**config.mk**
```make
export PLATFORM = sky130hd
export DESIGN_NAME = mac_result_writer_flat
export DESIGN_NICKNAME = d
export VERILOG_FILES = /design/src/rtl/mac_result_writer_if.sv /design/src/rtl/mac_result_writer.sv /design/src/flat_wrapper.sv
export SDC_FILE = /design/constraint.sdc
export NUM_CORES = 1
export LEC_CHECK = 0
export CORE_UTILIZATION = 25
export CTS_CLUSTER_DIAMETER = 40
export DETAILED_ROUTE_END_ITERATION = 7
export HOLD_SLACK_MARGIN = 0.02
export PLACE_DENSITY = 0.44
export SKIP_LAST_GASP = 1
export SLEW_MARGIN = 20
export SYNTH_ARGS = -nofsm -noshare
export SYNTH_HDL_FRONTEND = slang
export SYNTH_SLANG_ARGS = --single-unit
```
**constraint.sdc**
```tcl
create_clock -name clk -period 60.7 [get_ports clk]
set_clock_uncertainty 0.1 [all_clocks]
set_input_delay 12.14 -clock clk [delete_from_list [all_inputs] [get_ports clk]]
set_output_delay 12.14 -clock clk [all_outputs]
set_load 0.05 [all_outputs]
```
**src/rtl/mac_result_writer_if.sv**
```systemverilog
// Capture-side bundle between the shared MAC bank (master) and a result writer (slave).
// Carries the capture handshake, packed lane accumulators, biases and the RAM base address.
interface mac_result_writer_if #(
  parameter int LANES  = 10,
  parameter int ACC_W  = 23,
  parameter int BIAS_W = 16,
  parameter int ADDR_W = 7
);
  logic                    cap_valid;
  logic                    cap_ready;
  logic [LANES*ACC_W-1:0]  mac_in;
  logic [LANES*BIAS_W-1:0] bias_in;
  logic [ADDR_W-1:0]       base_addr;

  modport master (
    output cap_valid,
    output mac_in,
    output bias_in,
    output base_addr,
    input  cap_ready
  );

  modport slave (
    input  cap_valid,
    input  mac_in,
    input  bias_in,
    input  base_addr,
    output cap_ready
  );
endinterface

```
**src/rtl/mac_result_writer.sv**
```systemverilog
// Captures one layer's lane accumulators, then streams bias-add / round / ReLU / saturate
// results into the next layer's feature RAM, one lane per cycle.
module mac_result_writer #(
  parameter int LANES  = 10,
  parameter int ACC_W  = 23,
  parameter int BIAS_W = 16,
  parameter int OUT_W  = 16,
  parameter int SHIFT  = 7,
  parameter int RELU   = 1,
  parameter int ADDR_W = 7
) (
  input  logic               clk,
  input  logic               rst_n,
  mac_result_writer_if.slave cap,
  output logic               out_we,
  output logic [ADDR_W-1:0]  out_addr,
  output logic [OUT_W-1:0]   out_wdata,
  output logic               busy,
  output logic               done,
  output logic [7:0]         sat_cnt
);
  localparam int IDX_W = (LANES > 1) ? $clog2(LANES) : 1;
  localparam int S1_W  = ACC_W + 1;
  localparam int WIDE  = S1_W + OUT_W;
  localparam logic [IDX_W-1:0]       LAST_IDX = IDX_W'(LANES - 1);
  localparam logic signed [S1_W-1:0] ROUND    = S1_W'(1) << (SHIFT - 1);
  localparam logic signed [WIDE-1:0] OUT_MAX  = {{(WIDE-OUT_W+1){1'b0}}, {(OUT_W-1){1'b1}}};
  localparam logic signed [WIDE-1:0] OUT_MIN  = {{(WIDE-OUT_W+1){1'b1}}, {(OUT_W-1){1'b0}}};

  typedef enum logic [1:0] {IDLE, ISSUE, FLUSH, DONE} state_t;

  state_t state, state_nxt;
  logic   capture, issue, ready_int;

  logic [LANES*ACC_W-1:0]  mac_q;
  logic [LANES*BIAS_W-1:0] bias_q;
  logic [ADDR_W-1:0]       base_q;
  logic [IDX_W-1:0]        idx;

  logic                    s1_valid;
  logic signed [S1_W-1:0]  s1_sum;
  logic [IDX_W-1:0]        s1_lane;

  logic signed [ACC_W-1:0]  acc_k;
  logic signed [BIAS_W-1:0] bias_k;
  logic signed [S1_W-1:0]   s1_next;
  logic signed [S1_W-1:0]   shifted;
  logic signed [WIDE-1:0]   s2_wide;
  logic [OUT_W-1:0]         s2_data;
  logic                     s2_sat;

  assign cap.cap_ready = ready_int;

  // FLUSH leaves once stage 1 is empty: stage 2 drains on that same edge.
  always_comb begin
    state_nxt = state;
    ready_int = 1'b0;
    busy      = 1'b1;
    done      = 1'b0;
    capture   = 1'b0;
    issue     = 1'b0;
    case (state)
      IDLE: begin
        ready_int = 1'b1;
        busy      = 1'b0;
        if (cap.cap_valid) begin
          capture   = 1'b1;
          state_nxt = ISSUE;
        end
      end
      ISSUE: begin
        issue = 1'b1;
        if (idx == LAST_IDX) state_nxt = FLUSH;
      end
      FLUSH: begin
        if (!s1_valid) state_nxt = DONE;
      end
      DONE: begin
        done      = 1'b1;
        state_nxt = IDLE;
      end
      default: state_nxt = IDLE;
    endcase
  end

  always_comb begin
    acc_k   = mac_q[idx*ACC_W +: ACC_W];
    bias_k  = bias_q[idx*BIAS_W +: BIAS_W];
    s1_next = S1_W'(acc_k) + S1_W'(bias_k) + ROUND;
  end

  // Saturation is judged after ReLU, so a ReLU clamp never counts as a clip.
  always_comb begin
    shifted = s1_sum >>> SHIFT;
    s2_wide = WIDE'(shifted);
    if (RELU != 0 && s2_wide[WIDE-1]) s2_wide = '0;
    s2_sat  = 1'b0;
    s2_data = s2_wide[OUT_W-1:0];
    if (s2_wide > OUT_MAX) begin
      s2_sat  = 1'b1;
      s2_data = OUT_MAX[OUT_W-1:0];
    end else if (s2_wide < OUT_MIN) begin
      s2_sat  = 1'b1;
      s2_data = OUT_MIN[OUT_W-1:0];
    end
  end

  always_ff @(posedge clk) begin
    if (capture) begin
      mac_q  <= cap.mac_in;
      bias_q <= cap.bias_in;
      base_q <= cap.base_addr;
    end
  end

  always_ff @(posedge clk) begin
    if (!rst_n) begin
      state     <= IDLE;
      idx       <= '0;
      s1_valid  <= 1'b0;
      s1_sum    <= '0;
      s1_lane   <= '0;
      out_we    <= 1'b0;
      out_addr  <= '0;
      out_wdata <= '0;
      sat_cnt   <= '0;
    end else begin
      state <= state_nxt;
      if (capture)    idx <= '0;
      else if (issue) idx <= idx + IDX_W'(1);

      s1_valid <= issue;
      if (issue) begin
        s1_sum  <= s1_next;
        s1_lane <= idx;
      end

      out_we <= s1_valid;
      if (s1_valid) begin
        out_addr  <= base_q + ADDR_W'(s1_lane);
        out_wdata <= s2_data;
      end

      if (capture)                                       sat_cnt <= '0;
      else if (s1_valid && s2_sat && sat_cnt != 8'hFF)   sat_cnt <= sat_cnt + 8'd1;
    end
  end
endmodule

```
**src/flat_wrapper.sv**
```systemverilog
// flat-port wrapper written by rule: the top's interface ports become plain ports
module mac_result_writer_flat 
#(
  parameter int LANES  = 10,
  parameter int ACC_W  = 23,
  parameter int BIAS_W = 16,
  parameter int OUT_W  = 16,
  parameter int SHIFT  = 7,
  parameter int RELU   = 1,
  parameter int ADDR_W = 7
)
  (clk, rst_n, out_we, out_addr, out_wdata, busy, done, sat_cnt, cap_cap_valid, cap_mac_in, cap_bias_in, cap_base_addr, cap_cap_ready);
  mac_result_writer_if #(.LANES(LANES), .ACC_W(ACC_W), .BIAS_W(BIAS_W), .ADDR_W(ADDR_W)) cap_i ();
  input  logic clk;
  input  logic rst_n;
  output logic out_we;
  output logic [ADDR_W-1:0] out_addr;
  output logic [OUT_W-1:0] out_wdata;
  output logic busy;
  output logic done;
  output logic [7:0] sat_cnt;
  input wire logic [$bits(cap_i.cap_valid)-1:0] cap_cap_valid;
  input wire logic [$bits(cap_i.mac_in)-1:0] cap_mac_in;
  input wire logic [$bits(cap_i.bias_in)-1:0] cap_bias_in;
  input wire logic [$bits(cap_i.base_addr)-1:0] cap_base_addr;
  output wire logic [$bits(cap_i.cap_ready)-1:0] cap_cap_ready;
  assign cap_i.cap_valid = cap_cap_valid;
  assign cap_i.mac_in = cap_mac_in;
  assign cap_i.bias_in = cap_bias_in;
  assign cap_i.base_addr = cap_base_addr;
  assign cap_cap_ready = cap_i.cap_ready;
  mac_result_writer #(.LANES(LANES), .ACC_W(ACC_W), .BIAS_W(BIAS_W), .OUT_W(OUT_W), .SHIFT(SHIFT), .RELU(RELU), .ADDR_W(ADDR_W)) u_core (.clk(clk), .rst_n(rst_n), .cap(cap_i), .out_we(out_we), .out_addr(out_addr), .out_wdata(out_wdata), .busy(busy), .done(done), .sat_cnt(sat_cnt));
endmodule
```
==> summary.md <==
| Metric | Value |
|---|---|
| CTS tree | built |
| Max Cap Viol | 0 |
| Worst-skew pair later-pin latency | 0.63 ns |
| Synth top area share | approximately 64% |
| Average cell area after synthesis | 17.4 um^2 |
| Async S/R FF share, synth | 0% |
| Number of synthesized register bits | around 460 |
| Post-synth EDFFs | a little under 400 |
| Total Power | about 1.3 mW |
| Router iterations before antenna repair | 4 |
| Clock sinks | about 460 |
| IO Pins | roughly 440 |
| DR iter-0 viols | 540 |
| WP data required | approximately 61 ns |
| Final WL | roughly 54,000 um |
| Initial antenna violation count | 13 |
| Routability cong. | 0.733 |
| CTS root buffer | clkbuf_16 |
| Largest net degree at the start of global routing | between 150 and 200 |
| RSZ-0062 raised after global routing | no |
| Wirelength per Cell | 20.6 um |
| Min Tclk post-route | roughly 15 ns |
| Outcome | completed |
| F_max | 0.0657 GHz |
| Max_slew headroom | 30.3% |
| Data arrival time of the worst path | 15.35 ns |
| Final nets | between 2,000 and 2,500 |
| Setup_tns | 0 ns |
| Total CTS buffers | 84 |
| Die area | ~76,000 um^2 |
| Post-CTS setup buffers | 0 |
| Final-report hold violation count | 0 |
| Leakage | 9.57 nW |
| Mapped Cells | approximately 1,100 |
| Die W | between 200 and 300 um |
| Setup Crit Path Kind | in -> reg |
| FP Rows | 100 |
| Main synth FF type | edfxtp_1 |
| Initial Util | approximately 25% |
| Seq/Total Area, Yosys | a little over two thirds |
| Via density | ~4.3 |
| Cts repair resizes | 0 |
| DRC | 0 |
| Pwr dens | around 48 nW/um^2 |
| CTS max path bufs | 3 |
| Setup crit end kind | flop |
| Synth area leaders | edfxtp_1, mux4_2, dfxtp_1 |
| Slew Viols, Final | 0 |
| Hpwl dp | 38,200 um |
| Worst min path class | reg -> reg |
| CTS clk-pin slew, worst paths | approximately 0.040 ns |
| Cell taking the most area after synthesis | edfxtp_1 |
| Ys Warns | 0 |
| Total core area | between 70,000 and 80,000 um^2 |
| Vias in the first global route | ~12,000 |
| Cell Area, Synth | ~19,000 um^2 |
| Critical Path Source Type | input port |
| H-Tree Depth | 3 |
| DRT antenna net count | 0 |
| Post-synthesis cell type count | 56 |
| Share of cells above drive strength 1 | between 10% and 20% |
| Area delta synth->final | 44.8% |
| Die H | 276 um |
| Gr ovfl total | 0 |
| Period utilization | 25.1% |
| Worst-path fanout max | 82 |
| Syn nets | between 1,500 and 2,000 |
| Hold_buf cts | 0 |
| Number of endpoints failing setup at the final stage | 0 |
| I/O Buffers | around 430 |
| VDD IR max | 21.6 uV |
| GRT Util Overall | between 10 and 15% |
| Vias | between 10,000 and 15,000 |
| First-pass GRT wire length | just under 80,000 um |
| Least-Margin Pin Slew | about 1.0 ns |
## report_power, final
| part | internal [mW] | total (mW) | switching, mW |
|---|---|---|---|
| registers | 0.434 | 0.457 | 0.0233 |
| clock network | 0.300 | 0.466 | 0.166 |
| logic | 0.168 | 0.385 | 0.217 |
| total | 0.903 | 1.31 | 0.407 |
## flip-flops by register name, summed over array words and instances, names as in the netlist
signal and count:
u_core.idx 4, u_core.out_addr 7, u_core.mac_q 230, u_core.state 2, u_core.s1_sum 17, u_core.bias_q 160
u_core.base_q 7, u_core.out_wdata 16, u_core.sat_cnt 8, u_core.out_we 1, u_core.s1_lane 4, u_core.s1_valid 1
## critical path, cell delays in order
cell	delay (ns)
clkdlybuf4s50_1	0.46
inv_1	0.08
nor2_4	0.07
buf_4	0.64
buf_4	0.84
buf_4	0.94
## stage by stage
stage               util [%]  cells  cell area [um^2]  hold slack, ns  setup WS [ns]
floorplan                  -   1081             18800           0.326          30.64
global placement        32.7   2444             24300           0.315          44.88
detailed placement      32.7   2444             24300           0.329          44.79
CTS                     36.5   2597             27100           0.336          45.47
global route            36.6   2602             27200           0.369          45.22
finish                  36.6   2602             27200           0.329          45.48
## logic make-up after synthesis
logic type | share of synthesized area (%)
multiplexers | 15.0
AO/OA/AOI/OAI | 4.50
XOR/XNOR | 0.933
buffers and inverters | 1.57
AND/OR/NAND/NOR | 4.35
adder cells (fa/ha/maj) | 3.71
flip-flops | 69.9
## cell usage in the layout (no fill, tap or decap), types with 6 or more instances in the layout
master	netlist	routed
nand2_1	26	26
bufinv_16	0	9
clkbuf_16	0	85
nor2b_1	32	32
nand4_1	7	7
or3_1	7	7
inv_1	20	20
clkbuf_1	38	9
clkinv_1	1	10
xor2_1	10	10
clkinvlp_4	0	8
a21o_1	12	12
mux4_2	76	76
ha_1	54	54
nor2_1	52	51
inv_6	0	7
a21boi_0	6	6
o21ai_0	15	15
dfxtp_1	60	57
a21oi_1	16	16
nand3_1	16	15
clkinv_2	0	9
o22ai_1	34	34
buf_4	0	13
mux2i_1	109	109
clkinv_4	0	10
edfxtp_1	397	397
clkdlybuf4s50_1	0	433
xnor2_1	10	10
## path summary, 6_finish.rpt
path         slack [ns]                               from  cells past startpoint                                end
max               45.48                      cap_cap_valid                      6        u_core.mac_q[177]$_DFFE_PP_
min                0.33  u_core.out_wdata[15]$_SDFFE_PN0P_                      2  u_core.out_wdata[15]$_SDFFE_PN0P_
max reg2reg       54.74         u_core.idx[0]$_SDFFE_PP0P_                     14     u_core.s1_sum[23]$_SDFFE_PN0P_
min reg2reg        0.33  u_core.out_wdata[15]$_SDFFE_PN0P_                      2  u_core.out_wdata[15]$_SDFFE_PN0P_
## synthesized netlist by cell type, types with 2 or more instances
library cell / number
inv_1: 20
buf_2: 7
xnor2_1: 10
a21o_1: 12
a21boi_0: 6
nand3b_1: 3
nand2_1: 26
a211oi_1: 2
ha_1: 54
dfxtp_1: 60
nor2b_1: 32
o21a_1: 3
or3_1: 7
o31ai_1: 3
o21bai_1: 2
nor3b_1: 3
and2_1: 2
nand4b_1: 2
o21ai_0: 15
nor3_1: 5
mux2i_1: 109
o211a_1: 3
o22ai_1: 34
nand3_1: 16
a21oi_1: 16
o2111ai_1: 2
and3_1: 2
a211o_1: 2
buf_1: 10
edfxtp_1: 397
o211ai_1: 3
a31oi_1: 5
nand2b_1: 2
clkbuf_1: 38
nand4_1: 7
mux4_2: 76
xor2_1: 10
o22a_1: 5
o2111a_1: 2
nor2_1: 52
## area by class of cell
class / instances / area [um^2]
diodes: 4 / 10.0
clock buffers: 95 / 2170
clock inverters: 58 / 703
fillers: 7065 / 47100
inverters: 21 / 80.1
multi-input cells: 548 / 5370
flip-flops and latches: 457 / 13100
well taps: 969 / 1210
repair buffers: 450 / 4500
## layer usage
layer | global-route usage [%] | up-vias | wire length, um
met3 | 4.20 | 98 | 3120
met5 | 0 | - | 119
li1 | - | 5292 | -
met1 | 16.6 | 5434 | 21700
met4 | 4.40 | 18 | 1150
met2 | 24.2 | 319 | 27600
Note: power is estimated with default switching activity, not from simulation.
